### src/rtl/prt_riscv_cpu_wb.sv
// Write-back stage: retires execute results, waits for load data, extracts and extends load lanes.
// Optional load timeout is enabled with `define PRT_RISCV_WB_TMO_EN.
module prt_riscv_cpu_wb #(
  parameter int P_IDX = 4,
  parameter int P_TMO = 255
) (
  input  logic             CLK_IN,
  input  logic             RST_IN,
  input  logic             EXE_VLD_IN,
  output logic             EXE_RDY_OUT,
  input  logic [P_IDX-1:0] EXE_RD_IDX_IN,
  input  logic [31:0]      EXE_DAT_IN,
  input  logic             EXE_LD_IN,
  input  logic [2:0]       EXE_LD_FMT_IN,
  input  logic [1:0]       EXE_LD_OFS_IN,
  input  logic [31:0]      MEM_DAT_IN,
  input  logic             MEM_VLD_IN,
  output logic [P_IDX-1:0] RD_IDX_OUT,
  output logic [31:0]      RD_DAT_OUT,
  output logic             RD_WR_OUT,
  output logic             LD_PEND_OUT,
  output logic [P_IDX-1:0] LD_IDX_OUT,
  input  logic             ERR_CLR_IN,
  output logic [1:0]       ERR_OUT
);

  localparam logic S_IDLE      = 1'b0;
  localparam logic S_LOAD_WAIT = 1'b1;

  logic        state;
  logic [2:0]  ld_fmt;
  logic [1:0]  ld_ofs;
  logic [7:0]  ld_byte;
  logic [15:0] ld_half;
  logic [31:0] ld_val;
  logic        accept;
  logic        unexp_vld;
  logic        tmo_hit;

  assign EXE_RDY_OUT = (state == S_IDLE);
  assign accept      = EXE_VLD_IN & EXE_RDY_OUT;
  assign unexp_vld   = MEM_VLD_IN & (state == S_IDLE);

`ifdef PRT_RISCV_WB_TMO_EN
  logic [15:0] wait_cnt;

  // Fires in the cycle where the counter would step onto P_TMO; a response in that cycle wins.
  assign tmo_hit = (state == S_LOAD_WAIT) && !MEM_VLD_IN &&
                   (({1'b0, wait_cnt} + 17'd1) == 17'(P_TMO));

  always_ff @(posedge CLK_IN) begin
    if (RST_IN)
      wait_cnt <= '0;
    else if (accept && EXE_LD_IN)
      wait_cnt <= '0;
    else if (state == S_LOAD_WAIT)
      wait_cnt <= wait_cnt + 16'd1;
  end
`else
  logic unused_tmo;
  assign unused_tmo = (P_TMO != 0);
  assign tmo_hit    = 1'b0;
`endif

  always_comb begin
    ld_byte = MEM_DAT_IN[7:0];
    case (ld_ofs)
      2'd1:    ld_byte = MEM_DAT_IN[15:8];
      2'd2:    ld_byte = MEM_DAT_IN[23:16];
      2'd3:    ld_byte = MEM_DAT_IN[31:24];
      default: ld_byte = MEM_DAT_IN[7:0];
    endcase
    ld_half = ld_ofs[1] ? MEM_DAT_IN[31:16] : MEM_DAT_IN[15:0];
    // Reserved funct3 encodings fall through to a full word.
    case (ld_fmt)
      3'b000:  ld_val = {{24{ld_byte[7]}}, ld_byte};
      3'b001:  ld_val = {{16{ld_half[15]}}, ld_half};
      3'b100:  ld_val = {24'd0, ld_byte};
      3'b101:  ld_val = {16'd0, ld_half};
      default: ld_val = MEM_DAT_IN;
    endcase
  end

  always_ff @(posedge CLK_IN) begin
    if (RST_IN) begin
      state       <= S_IDLE;
      ld_fmt      <= 3'd0;
      ld_ofs      <= 2'd0;
      RD_IDX_OUT  <= '0;
      RD_DAT_OUT  <= 32'd0;
      RD_WR_OUT   <= 1'b0;
      LD_PEND_OUT <= 1'b0;
      LD_IDX_OUT  <= '0;
      ERR_OUT     <= 2'b00;
    end else begin
      RD_WR_OUT  <= 1'b0;
      ERR_OUT[0] <= unexp_vld | (ERR_OUT[0] & ~ERR_CLR_IN);
      ERR_OUT[1] <= tmo_hit   | (ERR_OUT[1] & ~ERR_CLR_IN);
      case (state)
        S_IDLE: begin
          if (accept) begin
            if (EXE_LD_IN) begin
              ld_fmt      <= EXE_LD_FMT_IN;
              ld_ofs      <= EXE_LD_OFS_IN;
              LD_IDX_OUT  <= EXE_RD_IDX_IN;
              LD_PEND_OUT <= 1'b1;
              state       <= S_LOAD_WAIT;
            end else begin
              RD_IDX_OUT <= EXE_RD_IDX_IN;
              RD_DAT_OUT <= EXE_DAT_IN;
              RD_WR_OUT  <= (EXE_RD_IDX_IN != '0);
            end
          end
        end
        S_LOAD_WAIT: begin
          if (MEM_VLD_IN) begin
            RD_IDX_OUT  <= LD_IDX_OUT;
            RD_DAT_OUT  <= ld_val;
            RD_WR_OUT   <= (LD_IDX_OUT != '0);
            LD_PEND_OUT <= 1'b0;
            state       <= S_IDLE;
          end else if (tmo_hit) begin
            LD_PEND_OUT <= 1'b0;
            state       <= S_IDLE;
          end
        end
        default: state <= S_IDLE;
      endcase
    end
  end

endmodule

### config.mk
export PLATFORM = sky130hd
export DESIGN_NAME = prt_riscv_cpu_wb
export DESIGN_NICKNAME = d
export VERILOG_FILES = /design/src/rtl/prt_riscv_cpu_wb.sv
export SDC_FILE = /design/constraint.sdc
export NUM_CORES = 1
export LEC_CHECK = 0
export ABC_AREA = 1
export BUFFER_PORTS_ARGS = -buffer_cell sky130_fd_sc_hd__buf_4
export CAP_MARGIN = 20
export CORE_UTILIZATION = 50
export CTS_CLUSTER_DIAMETER = 40
export DETAILED_ROUTE_END_ITERATION = 8
export GPL_ROUTABILITY_DRIVEN = 0
export PLACE_DENSITY = 0.94
export SLEW_MARGIN = 20
export SYNTH_ARGS = -nofsm -noshare
export SYNTH_HDL_FRONTEND = slang
export SYNTH_SLANG_ARGS = --single-unit
### constraint.sdc
create_clock -name CLK_IN -period 2.9 [get_ports CLK_IN]
set_input_delay 0 -clock CLK_IN [delete_from_list [all_inputs] [get_ports CLK_IN]]
set_output_delay 0 -clock CLK_IN [all_outputs]
set_load 0.01 [all_outputs]
==> results.md <==
- Clock sink count: 50
- Sequential Power Share: 43.4%
- Yosys cell types: 26
- PostCTS Resize Cnt: 0
- Crit share post-route: roughly 86%
- First-pass GRT wire length: around 13 mm
- Max VDD drop: ~0.00026 V
- Synthesized flop and latch total: 50
- Area grow syn2layout: 47.03%
- Post-route setup slack: 0.3955 ns
- Number of synthesized flops with an enable pin: 0
- Nets: 599
- Slew Limit Fails: 0
- Post-Syn Nets: 467
- IO Port Bufs: 123
- Syn Std Cell Area: 2679 sq um
- Final wirelength: 9.109 mm
- Largest net degree at the start of global routing: 57
- Final Core Density: between 70 and 80%
- Met3 WL: 728 um
- Wire per inst: 15.41 um
- H-tree levels: 2
- Pwr/cell area: around 460 nW/um^2
- Routed wl met2: 4.504 mm
- Crit path kind: reg2reg
- Worst path arrival time: 2.77 ns
- Hold depth: 3
- Comb pwr share: between 20 and 30%
- GRT Total Usage: 31.31%
- Top Layer Used: met4
- Register area share after synthesis: 37.37%
- Final min period: 2.504 ns
- Layout cells sized above 1: 29.37%
- CTS tree: yes
- Clk root buf: clkbuf_8
- Register area: 1001 sq um
- Int Pwr: 1.247 mW
- Initial antenna violation count: 0
- Via count: about 3400
- 1st-pass router iterations: 7
- Max Cap Viol: 0
- WL met1: 3.654 mm
- Clock Power Share: between 20 and 30%
- Vias/cell: about 5.7
- Slew margin rel.: 37.70%
- Setup Skew: 0.009450 ns
- HPWL after detailed placement: slightly below 6 mm
- # fillers: 417
- Final Setup Violations: 0
- CP Launch Type: register
- Row count: 26
- # IOs: between 100 and 150
- Synth warnings: 0
- Antenna Cells: 0
- Final hold viol count: 0
- Main synth FF type: dfxtp_1
- Sw frac: between 30% and 40%
- Post-Route Setup TNS: 0 ns
- Critical path peak fanout: 39
- Outcome: finished clean
- Fmax: 399.3 MHz
- CP endpoint kind: register
- R2R depth: 5
- Drt drc: 0
- Multi-input gate area: 1441 sq um
- Die W: around 75 um
- Leak: between 1.5 and 2 nW
- Die area: 5654 sq um
- Initial DRC Count: 294
- GRT overflow: 0
- Avg Synthesized Cell Area: 6.904 sq um
- TritonCTS buffer count: 5
- P_sw: 0.5638 mW
- Asr flop ratio synth: 0%
- Remaining antenna violation count after routing: 0
- Worst-margin pin slew: 0.9331 ns
- Vias in the first global route: 3036
- HP Class: in2reg
- CP required: 3.16 ns
- Bufs on Longest Clock Path: 2
- Unrepaired setup endpoints after global routing: no
- Die Y: 75.20 um
- DP Worst Slack: 0.6001 ns
- Syn Inst Count: 388
- Initial core utilization: a little over half
- Clock-pin slew on the worst setup and hold paths: roughly 0.1 ns
- CORE AREA: 5140 sq um
- Clk_lat worst skew: 0.32 ns
[worst max-delay path, cell delays in order (launching register included)]
cell and delay, ns:
dfxtp_1 0.72, buf_4 0.35, inv_2 0.31, or2_1 0.31, a21oi_1 0.16, dlygate4sd3_1 0.58
[routing by layer]
layer  global-route usage (%)  vias to the layer above
met3                    5.622                       29
met1                    36.84                     1562
li1                         -                     1594
met5                        0                        -
met4                    12.96                        0
met2                    56.16                      198
[area by class of cell]
type | instances | area share (%)
multi-input combinational | 291 | 36.59
timing repair buffer | 153 | 30.94
tap | 70 | 2.224
inverter | 19 | 1.938
clock buffer | 5 | 1.747
clock inverter | 3 | 1.144
sequential | 50 | 25.41
[cell usage in the layout, fill, tap and decap left out, types with 4 or more instances in the layout]
cell type,Yosys,final
buf_4,4,125
nand2_1,82,82
a21oi_1,78,78
o21ai_1,52,52
dfxtp_1,50,50
nand3_1,29,29
dlygate4sd3_1,0,28
inv_1,12,11
or2_1,11,11
a22oi_1,7,7
o211ai_1,7,7
inv_2,5,6
or2_2,6,6
nor2_1,5,5
clkbuf_8,0,5
a31oi_1,4,4
[metrics by stage]
stage	total power [mW]	instance area (sq um)	hold WS, ns	std cells
6_report	1.810	3939	0.003565	591
5_1_grt	1.888	3939	0.01123	591
4_1_cts	1.796	3929	0.006487	590
3_5_place_dp	1.270	3545	0.1772	555
3_3_place_gp	1.255	3545	0.1692	555
2_1_floorplan	1.064	2679	0.06907	388
[synth_stat cells (2+ instances only)]
master | count | area share, %
o211ai_1 | 7 | 2.0
or2_1 | 11 | 2.6
o21ai_1 | 52 | 9.7
nand3_1 | 29 | 5.4
a21oi_1 | 78 | 15
buf_4 | 4 | 1.1
nor2_1 | 5 | 0.70
inv_4 | 2 | 0.47
inv_1 | 12 | 1.7
dfxtp_1 | 50 | 37
or2_2 | 6 | 1.4
a22oi_1 | 7 | 2.0
a31oi_1 | 4 | 0.93
nand2_1 | 82 | 11
clkbuf_1 | 12 | 1.7
nand2_2 | 2 | 0.47
buf_6 | 4 | 1.7
buf_2 | 8 | 1.5
inv_2 | 5 | 0.70
o21ai_0 | 2 | 0.37
[cells by family (layout without fill, tap and decap cells)]
| logic type | Yosys count | count (layout) | synth area share, % |
|---|---|---|---|
| flops | 50 | 50 | 37.37 |
| simple gates | 139 | 139 | 23.31 |
| buf+inv | 47 | 180 | 8.827 |
| compound gates | 152 | 152 | 30.50 |
[sequential cells by signal (all words and copies together) (netlist names)]
name,cells
LD_PEND_OUT,1
RD_IDX_OUT,4
state,1
RD_DAT_OUT,32
RD_WR_OUT,1
LD_IDX_OUT,4
ERR_OUT,2
ld_ofs,2
ld_fmt,3
[worst paths after layout]
kind | start | end | slack (ns)
worst min-delay path | EXE_DAT_IN[3] | RD_DAT_OUT[3] | 0.004
worst max-delay path | state | state | 0.40
worst min register to register | ERR_OUT[1] | ERR_OUT[1] | 0.46
worst max register to register | state | state | 0.40
[timing repair]
item / 4_1_cts / 5_1_grt
buffers inserted: 0 / 0
hold buffers: 27 / 1
endpoints found under the hold margin: 29 / 1
[power groups by stage]
stage | sequential (mW) | combinational, mW | clock [mW]
3_3_place_gp | 0.797 | 0.458 | 0
4_1_cts | 0.783 | 0.506 | 0.507
3_5_place_dp | 0.797 | 0.473 | 0
5_1_grt | 0.791 | 0.563 | 0.534
6_report | 0.785 | 0.516 | 0.510
2_1_floorplan | 0.812 | 0.252 | 0
(Power assumes the default switching activity.)
